[src/rtl/feature_quantize_packer.sv]
// Quantizes raw signed feature samples to Q_BITS codes and packs N_FEAT of them
// into one vector for layer 0, with a one-vector skid buffer toward the layer side.
module feature_quantize_packer #(
    parameter int N_FEAT = 8,
    parameter int IN_W   = 16,
    parameter int Q_BITS = 2,
    parameter int SHIFT  = 8
) (
    input  logic                       clk,
    input  logic                       rst_n,
    input  logic                       s_valid,
    output logic                       s_ready,
    input  logic [IN_W-1:0]            s_data,
    input  logic                       s_last,
    output logic                       m_valid,
    input  logic                       m_ready,
    output logic [N_FEAT*Q_BITS-1:0]   m_data,
    output logic                       err_len
);

    localparam int VEC_W = N_FEAT * Q_BITS;
    localparam int CNT_W = (N_FEAT > 1) ? $clog2(N_FEAT) : 1;
    localparam logic [CNT_W-1:0]     LAST_CNT = CNT_W'(N_FEAT - 1);
    localparam logic signed [IN_W:0] BIAS     = (IN_W+1)'(2 ** (Q_BITS - 1));
    localparam logic signed [IN_W:0] QMAX     = (IN_W+1)'(2 ** Q_BITS - 1);

    // S_INIT keeps s_ready low for the first clock after reset release.
    typedef enum logic [1:0] {S_INIT, S_FILL, S_FULL, S_DISC} state_t;

    state_t             state_q, state_d;
    logic [CNT_W-1:0]   cnt_q, cnt_d;
    logic [VEC_W-1:0]   asm_q, asm_d, asm_ins;
    logic [VEC_W-1:0]   out_data_q, out_data_d;
    logic               out_valid_q, out_valid_d;
    logic               err_q, err_d;

    logic signed [IN_W:0] q_ext, q_shift, q_bias;
    logic [Q_BITS-1:0]    code;
    logic                 accept, last_slot, out_free;

    always_comb begin
        q_ext   = {s_data[IN_W-1], s_data};
        q_shift = q_ext >>> SHIFT;
        q_bias  = q_shift + BIAS;
        if (q_bias[IN_W])
            code = '0;
        else if (q_bias > QMAX)
            code = QMAX[Q_BITS-1:0];
        else
            code = q_bias[Q_BITS-1:0];
    end

    // Assembly contents with the current sample's code dropped into slot cnt.
    generate
        for (genvar gi = 0; gi < N_FEAT; gi++) begin : g_slot
            assign asm_ins[gi*Q_BITS +: Q_BITS] =
                (cnt_q == CNT_W'(gi)) ? code : asm_q[gi*Q_BITS +: Q_BITS];
        end
    endgenerate

    assign accept    = s_valid & s_ready;
    assign last_slot = (cnt_q == LAST_CNT);
    assign out_free  = ~out_valid_q | m_ready;

    always_ff @(posedge clk or negedge rst_n) begin
        if (!rst_n) begin
            state_q     <= S_INIT;
            cnt_q       <= '0;
            asm_q       <= '0;
            out_data_q  <= '0;
            out_valid_q <= 1'b0;
            err_q       <= 1'b0;
        end else begin
            state_q     <= state_d;
            cnt_q       <= cnt_d;
            asm_q       <= asm_d;
            out_data_q  <= out_data_d;
            out_valid_q <= out_valid_d;
            err_q       <= err_d;
        end
    end

    always_comb begin
        state_d     = state_q;
        cnt_d       = cnt_q;
        asm_d       = asm_q;
        err_d       = 1'b0;
        out_valid_d = out_valid_q & ~m_ready;
        out_data_d  = out_data_q;
        case (state_q)
            S_INIT: state_d = S_FILL;
            S_FILL: begin
                if (accept) begin
                    if (last_slot && s_last) begin
                        cnt_d = '0;
                        // A free (or draining) output takes the vector directly.
                        if (out_free) begin
                            out_valid_d = 1'b1;
                            out_data_d  = asm_ins;
                        end else begin
                            asm_d   = asm_ins;
                            state_d = S_FULL;
                        end
                    end else if (last_slot) begin
                        cnt_d   = '0;
                        err_d   = 1'b1;
                        state_d = S_DISC;
                    end else if (s_last) begin
                        cnt_d = '0;
                        err_d = 1'b1;
                    end else begin
                        asm_d = asm_ins;
                        cnt_d = cnt_q + CNT_W'(1);
                    end
                end
            end
            S_FULL: begin
                if (out_free) begin
                    out_valid_d = 1'b1;
                    out_data_d  = asm_q;
                    state_d     = S_FILL;
                end
            end
            S_DISC: begin
                if (accept && s_last)
                    state_d = S_FILL;
            end
            default: state_d = S_FILL;
        endcase
    end

    always_comb begin
        s_ready = (state_q == S_FILL) || (state_q == S_DISC);
        m_valid = out_valid_q;
        m_data  = out_data_q;
        err_len = err_q;
    end

endmodule

[config.mk]
export PLATFORM = sky130hd
export DESIGN_NAME = feature_quantize_packer
export DESIGN_NICKNAME = d
export VERILOG_FILES = /design/src/rtl/feature_quantize_packer.sv
export SDC_FILE = /design/constraint.sdc
export NUM_CORES = 1
export LEC_CHECK = 0
export CAP_MARGIN = 25
export CORE_ASPECT_RATIO = 2
export CORE_UTILIZATION = 56
export CTS_CLUSTER_DIAMETER = 80
export DETAILED_ROUTE_END_ITERATION = 8
export HOLD_SLACK_MARGIN = 0.12
export PLACE_DENSITY = 0.94
export SKIP_LAST_GASP = 1
export SLEW_MARGIN = 20
export SYNTH_ARGS = -nofsm -noshare
export SYNTH_HDL_FRONTEND = slang
export SYNTH_SLANG_ARGS = --single-unit
export TNS_END_PERCENT = 50
[constraint.sdc]
create_clock -name clk -period 5.75 [get_ports clk]
set_input_delay 1.15 -clock clk [delete_from_list [all_inputs] [get_ports clk]]
set_output_delay 1.15 -clock clk [all_outputs]
set_load 0.02 [all_outputs]
Word-level counts from Yosys, hierarchy flattened
Index checks and enable logic that the tools add are counted.

Bits in registers: 39. Latch bits: 0. RAM bits: 0. ROM bits: 0. Bits of input ports: 21. Output and inout port bits: 19. Logic and storage cells: 82. Memories kept: 0.

$add $sub $neg: 2. Multiply operators: 0. Div/mod/pow operators: 0. $lt $le $gt $ge: 1. Equality and inequality tests: 20. Shift operators: 0. Mux-type cells: 38. Bitwise logic cells: 5. Reductions and logical operators: 10.

Operators by type and width (count): two-way mux 16 bit (8); two-way mux 2 bit (16); one-hot mux 16 bit (2 select lines) (1); AND reduction 5 bit (3); equality test 3 bit, second input constant (4); inequality test 2 bit, second input constant (6); adder 8 x 3 -> 9 bit, second input constant (1); greater-than comparator 9 x 3 -> 1 bit, second input constant (1); two-way mux 3 bit (3); two-way mux 1 bit (8); one-hot mux 2 bit (4 select lines) (1); equality test 3 x 2 -> 1 bit, second input constant (2); inequality test 3 bit, second input constant (2); equality test 2 bit, second input constant (2); inequality test 2 x 1 -> 1 bit, second input constant (2); adder 3 x 1 -> 3 bit, second input constant (1); equality test 3 x 1 -> 1 bit, second input constant (1); zero test 3 bit (1); bitwise AND 1 bit (2); equality test 2 x 1 -> 1 bit, second input constant (1); logical AND 1 bit (2); zero test 2 bit (1); inverter 1 bit (2); one-hot mux 1 bit (2 select lines) (1); 4 further kinds (4).

Depth between registers and ports, before layout
Word-level depth: 9. Gate-level depth with buffers: 9. Mapped depth without buffers: 8.

Worst setup path before layout
OpenSTA, ideal clock, no wires.

Path type: input to register. Start: input s_last. End: register asm_q[0]. Setup time: 0.125 ns. Arrival: 2.741 ns. Data required time: 5.625 ns. Slack: 2.884 ns. Cell stages on the path: 5. Buffers on the path: 0. Cell sequence: ha_1 or2_2 a211oi_1 and3_1 mux2_4.

Longest elaborated chain between the ends: 3. Elaborated cells on any way between the ends: 6. Classes of those cells: eq/ne (3); mux (1); reduce/logical (2).

RTL lines: from (decl) (line 14) `input logic s_last,`; logical AND 1 bit (line 94) `if (last_slot && s_last) begin`; inequality test 2 bit (no source line) or inequality test 2 x 1 -> 1 bit (tied branches); AND reduction 5 bit (no source line); to (signal assigned) (line 76) `asm_q <= asm_d;`; to (decl) (line 32) `logic [VEC_W-1:0] asm_q, asm_d, asm_ins;`.

Parallel ways exist; a longest one is shown, timed or not. A chain may end at the register's enable or synchronous reset.

Worst setup path after layout
Start: input s_data[9]. End: register out_data_q[15], in the netlist m_data[15].

Longest elaborated chain between the ends: 9.

RTL lines: from (decl) (line 13) `input logic [IN_W-1:0] s_data,`; adder 8 x 3 -> 9 bit (*) (line 44) `q_bias = q_shift + BIAS;`; greater-than comparator 9 x 3 -> 1 bit (line 47) `else if (q_bias > QMAX)`; two-way mux 2 bit (line 47); two-way mux 2 bit (*) (line 45) `if (q_bias[IN_W])`; two-way mux 2 bit (*) (line 57) `(cnt_q == CNT_W'(gi)) ? code : asm_q[gi*Q_BITS +: Q_BITS];`; two-way mux 16 bit (*) (line 97) `if (out_free) begin`; two-way mux 16 bit (*) (line 94); two-way mux 16 bit (*) (line 93) `if (accept) begin`; one-hot mux 16 bit (2 select lines) (*) (line 90) `case (state_q)`; to (signal assigned) (line 77) `out_data_q <= out_data_d;`; to (decl) (line 33) `logic [VEC_W-1:0] out_data_q, out_data_d;`.

Mark *: on every way between the ends. The rest lies on a longest branch, timed or not. The select of a mux whose other input is x is not followed.

==> impl_metrics.toml <==
[pwr]
clock_power_share_pct = 22.3
p_per_area_nw_per_um2 = 349
seqPwrFrac_pct = 42.3
p_comb_share_pct = 35.5
p_sw_mw = 0.326
max-vdd-ir-drop_uv = 243
internal_power_mw = 0.609
p_leak_nw = 1.17
swShare_pct = 34.8

[floorplanning]
die_w_um = 46.7
core-area_um2 = 3840
start_util_pct = 58.2
die_y_um = 91.4
num_rows = 32
pin_count = 40
dieArea_um2 = 4270

[route]
drc = 0
drtAntennaViolNets = 0
wl_per_cell_um = 15.5
dr.pass1.iters = 4
met1_length_mm = 1.82
routed_via_density = 5.89
wl_met3_um = 193
drt_first_iter_violations = 48
wl_met2_mm = 2.77
vias = 1886
dr.max_layer_used = "met4"
wirelength_mm = 4.96

[setup_path]
cp_max_fo = 9
cp.depth = 7
cp-end-kind = "flip-flop"
rrSetupSlack_ps = 2860
max_stage_delay_ps = 570
r2r_cells = 7
cp_cell_sequence = "clkdlybuf4s50_1, ha_1, a311o_1, a211oi_4, nand2_1, o21bai_4, a41oi_1"
crit_type = "primary input to flip-flop"
r2r-start = "cnt_q[0]"
crit_required_ps = 5870
critPathLaunchType = "primary input"
crit_path_top_delay_cell = "clkdlybuf4s50_1"
cp_top_family = "compound AO/OA/AOI/OAI gates"
r2r_end = "asm_q[2]"
path_buf_inv = 1
worstPathArrival_ps = 3470

[sta]
report.final.slew_viol_count = 0
hold_viol = 0
fmax_mhz = 298
fin_ws_ps = 2400
fin_skew_ps = 5.34
slew_headroom_pct = 42.9
worst_pin_slew_ps = 856
fin_tns_setup_ps = 0
rsz0062_at_grt = "no"
period_minus_slack_ps = 3350
fin_crit_sh_pct = 58.3
final-setup-viol-count = 0

[yosys]
ys.flop_type = "dfrtp_1"
synthTopCellsByArea = "dfrtp_1, ha_1, nand3_1"
synth_seq_cells = 39
yosysUniqueCellTypes = 45
synth_top_area_share_pct = 43.6
syn_inst = 236
yosysWarnings = 0
synth_area_leader_cell = "dfrtp_1"
synth_edf_count = 0
synth_most_common_cell = "dfrtp_1"
synth-async-reset-ratio_pct = 100
synth_common_cells = "dfrtp_1, nand2_1, nand3_1"
synth_nets = 270
syn-cell-area_um2 = 2240
synth.avg_cell_area_um2 = 9.48
yosysSeqAreaShare_pct = 43.6

[min_path]
hold_end = "asm_q[13]"
min_from = "asm_q[13]"
hp-class = "flip-flop to flip-flop"
worstHoldPathCells = 2

[place]
placed_cells = 312
pre_cts_slack_ps = 2110
place_congestion = 0.789
io_buffers = 31
dpl.hpwl_mm = 3.67

[grt]
grt_pass1_vias = 1895
grt_max_degree = 40
overflow = 0
grt_pass1_wl_mm = 8.20
grt.total_usage_pct = 26.4
antenna_found_initial = 0

[clocking]
cts-htree-levels = 2
cts-buffers-inserted = 5
cts_tree = "done"
cts_resized = 0
clk_path_buf_depth = 2
cts_setup_buffers = 0
cts-root-buf = "clkbuf_8"
path_clk_slew_ps = 70
clkLatencyLatePin_ps = 300
clock_sinks = 39
cts_hold_buf = 0

[layout]
layout.cells.non_filler = 320
layout.nets = 302
antenna_cells = 0
area_growth_pct = 19.7
drive_above_1_share_pct = 9.29

[run]
maxCapViolations = 0

[run_status]
status = "finished, final reports clean"
==> stage by stage <==
stage / hold slack [ps] / power [mW] / utilization, % / instance area (µm²)
finish: 484 / 0.935 / 69.7 / 2680
global route: 501 / 0.992 / 69.7 / 2680
CTS: 486 / 0.937 / 69.7 / 2680
detailed placement: 470 / 0.727 / 67.0 / 2580
global placement: 453 / 0.714 / 67.0 / 2580
floorplan: 441 / 0.603 / - / 2240
==> layer usage <==
layer | vias up | GRT usage (%)
met5 | - | 0
li1 | 907 | -
met1 | 903 | 27.4
met4 | 0 | 15.0
met3 | 16 | 3.18
met2 | 60 | 46.6
==> cells by family after synthesis <==
logic type	after synthesis	synth area share, %
buffers and inverters	19	3.74
AO/OA/AOI/OAI	59	19.7
multiplexers	6	3.35
AND/OR/NAND/NOR	99	22.0
XOR/XNOR	1	0.391
flip-flops	39	43.6
adder cells (fa/ha/maj)	13	7.27
==> sequential cells by signal (all words and copies together) (netlist names) <==
| register | count |
|---|---|
| asm_q | 16 |
| m_data | 16 |
| cnt_q | 3 |
| state_q | 2 |
| err_len | 1 |
| m_valid | 1 |
==> power groups by stage <==
stage | Combinational, mW | Sequential, mW | Clock (mW)
after detailed placement | 0.328 | 0.399 | 0
after CTS | 0.332 | 0.395 | 0.210
after global routing | 0.366 | 0.405 | 0.222
final | 0.332 | 0.395 | 0.208
after global placement | 0.318 | 0.396 | 0
after floorplan | 0.180 | 0.423 | 0
==> worst max-delay path by stage <==
| stage | to | slack (ps) | start |
|---|---|---|---|
| final | m_data[15] | 2400 | s_data[9] |
| after global routing | m_data[15] | 2290 | s_data[9] |
| after CTS | m_data[15] | 2420 | s_data[9] |
| after detailed placement | m_data[15] | 2110 | s_data[9] |
| after global placement | m_data[15] | 2190 | s_data[9] |
| after floorplan | asm_q[0] | 2880 | s_last |
==> cell type report <==
type | count | area [µm²]
Multi-Input combinational cell | 178 | 1180
Fill cell | 303 | 1160
Sequential cell | 39 | 976
Timing Repair Buffer | 32 | 313
Clock buffer | 7 | 96.3
Tap cell | 51 | 63.8
Inverter | 12 | 45.0
Clock inverter | 1 | 7.51
==> tightest hold or removal path, stage by stage, from the launching register on <==
cell and delay (ps):
dfrtp_1 350, nand2_1 40, o21ai_0 60
==> layout by cell type, fill, tap and decap left out, drive strengths merged, types with 3 or more instances in the layout <==
cell type and count:
nand2b 4, dfrtp 39, nor2 11, nor2b 6, a31oi 8, nand3 28, a21oi 5, inv 12
mux2 3, nand3b 4, a22oi 3, and3 4, clkdlybuf4s50 30, ha 13, nand2 31, mux2i 3
or3 3, clkbuf 7, o21ai 22
Power figures use the tool's default switching activity.
